==> src/rtl/vector_serializer_if.sv <==
// Handshake and serial-output bundle for vector_serializer.
//   iDato    : parallel word to send (WIDTH bits)
//   iValido  : iDato is valid
//   oListo   : serializer can accept a word this cycle
//   oSenal   : serial data out
//   oInicio  : first bit of a word is on oSenal
//   oFin     : last bit of a word is on oSenal
//   oOcupado : word being shifted or gap in progress
interface vector_serializer_if #(
  parameter int unsigned WIDTH = 8
);
  logic [WIDTH-1:0] iDato;
  logic             iValido;
  logic             oListo;
  logic             oSenal;
  logic             oInicio;
  logic             oFin;
  logic             oOcupado;

  modport master (
    output iDato, iValido,
    input  oListo, oSenal, oInicio, oFin, oOcupado
  );

  modport slave (
    input  iDato, iValido,
    output oListo, oSenal, oInicio, oFin, oOcupado
  );
endinterface

==> src/rtl/vector_serializer.sv <==
// Parallel-to-serial stage: accepts a WIDTH-bit word on a valid/ready
// handshake and drives it one bit per clock on oSenal, with oInicio/oFin
// framing strobes and an optional idle gap after each word.
// Ports:
//   iclk   : clock, rising edge
//   ireset : synchronous reset, active-high
//   bus    : vector_serializer_if.slave (iDato, iValido in; oListo,
//            oSenal, oInicio, oFin, oOcupado out)
module vector_serializer #(
  parameter int unsigned WIDTH     = 8,
  parameter bit          MSB_FIRST = 1'b0,
  parameter int unsigned GAP       = 0
) (
  input logic               iclk,
  input logic               ireset,
  vector_serializer_if.slave bus
);
  localparam int unsigned   CW       = $clog2(WIDTH);
  localparam logic [CW-1:0] LAST_BIT = CW'(WIDTH - 1);
  localparam logic [CW-1:0] PENULT   = CW'(WIDTH - 2);
  localparam logic [3:0]    GAP_LAST = 4'(GAP);

  typedef enum logic [1:0] {S_IDLE, S_SHIFT, S_GAP} state_t;

  state_t           state_q;
  logic [WIDTH-1:0] shreg_q;
  logic [CW-1:0]    bitcnt_q;
  logic [3:0]       gapcnt_q;
  logic             senal_q;
  logic             inicio_q;
  logic             fin_q;
  logic             ocupado_q;
  logic             listo;
  logic             take;

  function automatic logic first_bit(input logic [WIDTH-1:0] w);
    return MSB_FIRST ? w[WIDTH-1] : w[0];
  endfunction

  function automatic logic [WIDTH-1:0] advance(input logic [WIDTH-1:0] w);
    return MSB_FIRST ? (w << 1) : (w >> 1);
  endfunction

  // Ready depends only on state and counters, never on iValido.
  always_comb begin
    listo = 1'b0;
    case (state_q)
      S_IDLE:  listo = 1'b1;
      S_SHIFT: listo = (GAP == 0) && (bitcnt_q == LAST_BIT);
      S_GAP:   listo = (gapcnt_q == GAP_LAST);
      default: listo = 1'b0;
    endcase
  end

  assign take = bus.iValido && listo;

  // A transfer is only possible where listo is set, so handling it ahead
  // of the per-state logic covers the IDLE, last-bit and final-gap reloads.
  // The first bit is registered straight from iDato; shreg_q holds the rest.
  always_ff @(posedge iclk) begin
    if (ireset) begin
      state_q   <= S_IDLE;
      shreg_q   <= '0;
      bitcnt_q  <= '0;
      gapcnt_q  <= '0;
      senal_q   <= 1'b0;
      inicio_q  <= 1'b0;
      fin_q     <= 1'b0;
      ocupado_q <= 1'b0;
    end else if (take) begin
      state_q   <= S_SHIFT;
      shreg_q   <= advance(bus.iDato);
      senal_q   <= first_bit(bus.iDato);
      bitcnt_q  <= '0;
      gapcnt_q  <= '0;
      inicio_q  <= 1'b1;
      fin_q     <= 1'b0;
      ocupado_q <= 1'b1;
    end else begin
      case (state_q)
        S_SHIFT: begin
          inicio_q <= 1'b0;
          if (bitcnt_q != LAST_BIT) begin
            senal_q  <= first_bit(shreg_q);
            shreg_q  <= advance(shreg_q);
            bitcnt_q <= bitcnt_q + 1'b1;
            fin_q    <= (bitcnt_q == PENULT);
          end else if (GAP != 0) begin
            state_q  <= S_GAP;
            gapcnt_q <= 4'd1;
            senal_q  <= 1'b0;
            fin_q    <= 1'b0;
          end else begin
            state_q   <= S_IDLE;
            senal_q   <= 1'b0;
            fin_q     <= 1'b0;
            ocupado_q <= 1'b0;
          end
        end
        S_GAP: begin
          if (gapcnt_q != GAP_LAST) begin
            gapcnt_q <= gapcnt_q + 4'd1;
          end else begin
            state_q   <= S_IDLE;
            gapcnt_q  <= '0;
            ocupado_q <= 1'b0;
          end
        end
        default: begin
          state_q   <= S_IDLE;
          senal_q   <= 1'b0;
          inicio_q  <= 1'b0;
          fin_q     <= 1'b0;
          ocupado_q <= 1'b0;
        end
      endcase
    end
  end

  assign bus.oListo   = listo;
  assign bus.oSenal   = senal_q;
  assign bus.oInicio  = inicio_q;
  assign bus.oFin     = fin_q;
  assign bus.oOcupado = ocupado_q;
endmodule

==> src/flat_wrapper.sv <==
// flat-port wrapper written by rule: the top's interface ports become plain ports
module vector_serializer_flat 
#(
  parameter int unsigned WIDTH     = 8,
  parameter bit          MSB_FIRST = 1'b0,
  parameter int unsigned GAP       = 0
)
  (iclk, ireset, bus_iDato, bus_iValido, bus_oListo, bus_oSenal, bus_oInicio, bus_oFin, bus_oOcupado);
  vector_serializer_if #(.WIDTH(WIDTH)) bus_i ();
  input logic iclk;
  input logic ireset;
  input wire logic [$bits(bus_i.iDato)-1:0] bus_iDato;
  input wire logic [$bits(bus_i.iValido)-1:0] bus_iValido;
  output wire logic [$bits(bus_i.oListo)-1:0] bus_oListo;
  output wire logic [$bits(bus_i.oSenal)-1:0] bus_oSenal;
  output wire logic [$bits(bus_i.oInicio)-1:0] bus_oInicio;
  output wire logic [$bits(bus_i.oFin)-1:0] bus_oFin;
  output wire logic [$bits(bus_i.oOcupado)-1:0] bus_oOcupado;
  assign bus_i.iDato = bus_iDato;
  assign bus_i.iValido = bus_iValido;
  assign bus_oListo = bus_i.oListo;
  assign bus_oSenal = bus_i.oSenal;
  assign bus_oInicio = bus_i.oInicio;
  assign bus_oFin = bus_i.oFin;
  assign bus_oOcupado = bus_i.oOcupado;
  vector_serializer #(.WIDTH(WIDTH), .MSB_FIRST(MSB_FIRST), .GAP(GAP)) u_core (.iclk(iclk), .ireset(ireset), .bus(bus_i));
endmodule
==> config.mk <==
export PLATFORM = sky130hd
export DESIGN_NAME = vector_serializer_flat
export DESIGN_NICKNAME = d
export VERILOG_FILES = /design/src/rtl/vector_serializer_if.sv /design/src/rtl/vector_serializer.sv /design/src/flat_wrapper.sv
export SDC_FILE = /design/constraint.sdc
export NUM_CORES = 1
export LEC_CHECK = 0
export CORE_MARGIN = 4
export CORE_UTILIZATION = 45
export CTS_CLUSTER_SIZE = 30
export DETAILED_ROUTE_END_ITERATION = 8
export PLACE_DENSITY = 0.75
export SYNTH_ARGS = -nofsm -noshare
export SYNTH_HDL_FRONTEND = slang
export SYNTH_SLANG_ARGS = --single-unit
==> constraint.sdc <==
create_clock -name iclk -period 2.3 [get_ports iclk]
set_clock_uncertainty 0.2 [all_clocks]
set_input_delay 0.69 -clock iclk [delete_from_list [all_inputs] [get_ports iclk]]
set_output_delay 0.69 -clock iclk [all_outputs]
set_load 0.01 [all_outputs]
### After elaboration in Yosys (flattened, before gate mapping)

Cells that the tools add are included.
Widths: inputs -> output; s select.

| word-level totals | value |
|---|---|
| bits in registers | 20 |
| bits of input ports | 11 |
| output and inout port bits | 5 |
| word-level logic and storage cells | 52 |

| cells by class | value |
|---|---|
| add/sub/neg operators | 2 |
| equal/unequal tests | 10 |
| multiplexer cells | 20 |
| reductions and logical operators | 11 |

Operator list:

| kind | count |
|---|---|
| $mux 7 | 3 |
| $mux 1 | 9 |
| $reduce_and 2->1 | 4 |
| $eq 3x3->1 const B | 2 |
| $ne 3x2->1 const B | 2 |
| $pmux 1 s2 | 3 |
| $add 4x1->4 const B | 1 |
| $logic_not 4->1 | 1 |
| $mux 2 | 2 |
| $mux 4 | 1 |
| $ne 2x2->1 const B | 2 |
| $pmux 2 s2 | 1 |
| $reduce_bool 2->1 | 2 |
| $reduce_bool 4->1 | 1 |
| $add 3x1->3 const B | 1 |
| $ne 3x3->1 const B | 1 |
| $pmux 1 s3 | 1 |
| $eq 2x1->1 const B | 1 |
| $eq 2x2->1 const B | 1 |
| $logic_not 2->1 | 1 |
| $ne 2x1->1 const B | 1 |
| $reduce_or 2->1 | 1 |
| $logic_and 1x1->1 | 1 |

### Longest topological paths before layout

| depth | value |
|---|---|
| depth in word-level cells | 5 |
| gate-level depth with buffers | 8 |
| depth with buffers taken out | 6 |

### Worst setup path after synthesis

No wires, ideal clock.

| path | value |
|---|---|
| kind | register to output |
| from | register u_core.bitcnt_q[0] |
| to | output port bus_oListo |
| data arrival time | 1.083 ns |
| data required time | 1.410 ns |
| slack | 0.327 ns |
| stages on the path, launching flop included | 7 |
| path buffers | 2 |
| cells stage by stage | dfxtp_1 ha_1 ha_1 nor2b_4 buf_6 inv_6 buf_6 |

| between the ends | value |
|---|---|
| longest elaborated chain between the ends | 2 |

Ends and longest elaborated chain:

| element | RTL line | RTL |
|---|---|---|
| start: declaration | vector_serializer.sv:27 | `logic [CW-1:0] bitcnt_q;` |
| start signal: assignment | vector_serializer.sv:86 | `bitcnt_q <= bitcnt_q + 1'b1;` |
| $eq 3x3->1 | vector_serializer.sv:49 | `S_SHIFT: listo = (GAP == 0) && (bitcnt_q == LAST_BIT);` |
| $pmux 1 s3 | vector_serializer.sv:47 | `case (state_q)` |
| end: declaration | flat_wrapper.sv:14 | `output wire logic [$bits(bus_i.oListo)-1:0] bus_oListo;` |

No other way between the ends.

### Worst setup path in the final report

| path | value |
|---|---|
| from | register u_core.bitcnt_q[1] |
| to | output port bus_oListo |

The elaborated chain is that of the path after synthesis.

==> results.py <==
metrics = {
    "setup_path": {
        "crit_path_max_fanout": 3,
        "path_class": "reg -> out",
        "crit_arrival_ns": 1.30,
        "end_kind": "output port",
        "start_kind": "flip-flop",
        "required_ns": 1.41,
    },
    "power_and_ir_drop": {
        "power.switching_mw": 0.123,
        "irDropWorstVdd_v": 0.000432,
        "p_per_area_mw_per_mm2": 648,
        "power_frac_clock_pct": 34.0,
        "seqPwrFrac_pct": 50.8,
        "p_int_mw": 0.398,
        "swShare_pct": 23.6,
        "cellLeakagePower_nw": 0.331,
        "combPwrFrac_pct": 15.2,
    },
    "global_routing": {
        "gr-total-overflow": 0,
        "grt_pass1_vias": 439,
        "grt_usage_pct": 13.4,
        "antenna_found_initial": 0,
        "grt_pass1_wl_um": 1900,
        "grt_max_degree": 17,
    },
    "floorplan": {
        "core_area_mm2": 0.00130,
        "die_h_um": 45.0,
        "ios": 16,
        "start_util_pct": 47.3,
        "dieWidth_um": 45.0,
        "die_area_mm2": 0.00202,
        "rows": 13,
    },
    "clock_tree": {
        "cts-root-buf": "clkbuf_4",
        "numCtsBuffers": 3,
        "htree_levels": 1,
        "clk_pin_slew_ns": 0.08,
        "cts_tree": "built",
        "ctsHoldBuffers": 0,
        "clockBufferDepth": 2,
        "post_cts_buffers": 0,
        "worstSkewPairLatency_ns": 0.28,
        "clock-sinks": 14,
    },
    "logic_synthesis": {
        "synth_nets": 75,
        "post-synth-top-area-cell": "dfxtp_1",
        "ys_ff_latch": 14,
        "syn_inst": 61,
        "avgSynthCellArea_um2": 10.1,
        "yosysTopAreaCellShare_pct": 45.5,
        "ys_top_cells_by_area": "dfxtp_1, mux2i_1, a211oi_1",
        "synth_cell_types": 19,
        "synth_edf_count": 0,
        "post-synth-top-count-cell": "dfxtp_1",
        "yosys_most_used_dff": "dfxtp_1",
        "syn_area_um2": 616,
        "seq_area_frac_synth_pct": 45.5,
        "synthTopCellsByCount": "dfxtp_1, nor2_1, mux2i_1, a211oi_1, nand2_1",
        "async_reset_ff_share_pct": 0,
        "yosys_warnings": 0,
    },
    "sta": {
        "grt_setup_unrepaired": "false",
        "slew_viol_final": 0,
        "tightest_slew_ns": 0.531,
        "hold_violations": 0,
        "max_slew_margin_pct": 64.5,
        "tns_ns": 0,
        "whs_ns": 0.257,
        "setup_viol": 0,
        "max_freq_mhz": 458,
        "fin_crit_sh_pct": 95.0,
        "layout_min_cycle_time_ns": 2.19,
    },
    "run": {
        "cap_violations": 0,
    },
    "placement": {
        "place_congestion": 0.714,
        "io_buffers": 15,
        "post-dp-hpwl_um": 789,
    },
    "drt": {
        "routed_via_density": 5.07,
        "wire_per_inst_um": 12.1,
        "drt-initial-drc-count": 6,
        "wl_um": 1140,
        "drc": 0,
        "via_count": 477,
        "drtAntennaViolNets": 0,
        "drt_first_pass_iters": 3,
    },
    "cells_and_area": {
        "drive_gt1_share_pct": 16.5,
        "n_antenna_cell": 0,
        "nets": 94,
        "multi_input_area_um2": 288,
        "utilization_pct": 61.8,
        "fillCellCount": 119,
        "register_area_um2": 282,
        "syn2layout_area_growth_pct": 30.7,
    },
    "min_path": {
        "hold_class": "reg -> reg",
    },
    "run_status": {
        "status": "complete, no violations",
    },
}
==> final timing paths <==
kind	slack, ns	startpoint	depth (start not counted)	end
worst max-delay path	0.11	u_core.bitcnt_q[1]	5	bus_oListo
worst min-delay path	0.26	u_core.shreg_q[0]	2	u_core.bus.oSenal
worst min register to register	0.26	u_core.shreg_q[0]	2	u_core.bus.oSenal
worst max register to register	0.68	u_core.bitcnt_q[1]	6	u_core.bitcnt_q[0]
==> cells in the final DEF (no fill, tap or decap), drive strengths merged <==
cell type | netlist | final
a211oi | 6 | 6
a21oi | 4 | 4
buf | 4 | 4
clkbuf | 0 | 4
clkdlybuf4s50 | 0 | 14
dfxtp | 14 | 14
ha | 3 | 3
inv | 2 | 2
mux2i | 7 | 7
nand2 | 4 | 4
nand2b | 1 | 1
nand3 | 1 | 1
nand3b | 2 | 2
nor2 | 8 | 8
nor2b | 1 | 1
nor3 | 2 | 2
nor3b | 1 | 1
or3 | 1 | 1
==> power groups by stage <==
stage / clock network (mW) / registers (mW) / logic [mW]
final: 0.177 / 0.265 / 0.0790
after detailed placement: 0 / 0.270 / 0.0809
after floorplan: 0 / 0.270 / 0.0473
after global placement: 0 / 0.270 / 0.0798
after global routing: 0.198 / 0.267 / 0.0873
after CTS: 0.183 / 0.265 / 0.0810
==> timing repair <==
action | CTS | global route
gates resized for setup | 4 | 2
hold endpoints to repair | 0 | 0
endpoints found under the setup margin | 1 | 1
==> final cells by class <==
cell class,instances,area share [%]
Multi-Input combinational cell,41,35.8
Sequential cell,14,35.0
Timing Repair Buffer,18,20.8
Clock buffer,4,4.51
Tap cell,15,2.33
Inverter,2,1.56
==> state kept, by name (all words and copies together) (netlist names) <==
| signal | cells |
|---|---|
| u_core.bus.oOcupado | 1 |
| u_core.bus.oInicio | 1 |
| u_core.bus.oSenal | 1 |
| u_core.bus.oFin | 1 |
| u_core.bitcnt_q | 3 |
| u_core.shreg_q | 7 |
==> layer usage <==
metal	up-vias	part of all wire (%)	GRT usage [%]
met5	-	0	0
met4	0	0.70	5.26
met3	2	8.1	7.17
met2	13	42	19.8
met1	214	49	16.3
li1	248	-	-
==> stage by stage <==
stage	total power [mW]	worst slack [ns]	instance area [µm²]	instances
finish	0.521	0.114	805	94
global route	0.552	0.0338	805	94
CTS	0.529	0.00697	810	94
detailed placement	0.351	0.0470	769	90
global placement	0.350	0.0533	769	90
floorplan	0.317	0.327	616	61
==> worst max-delay path: stages (launching register included) <==
cell     delay, ns
dfxtp_1       0.33
ha_1          0.18
ha_2          0.18
nor2b_4       0.15
inv_6         0.03
buf_2         0.13
==> cells by family (layout without fill, tap and decap cells) <==
group / after synthesis / in the layout / synth area share (%)
AOI/OAI and AO/OA: 10 / 10 / 11.2
adders and majority gates: 3 / 3 / 6.10
buffers and inverters: 6 / 24 / 8.13
DFF: 14 / 14 / 45.5
muxes: 7 / 7 / 11.4
and+or+nand+nor: 21 / 21 / 17.7
Power figures use the tool's default switching activity.
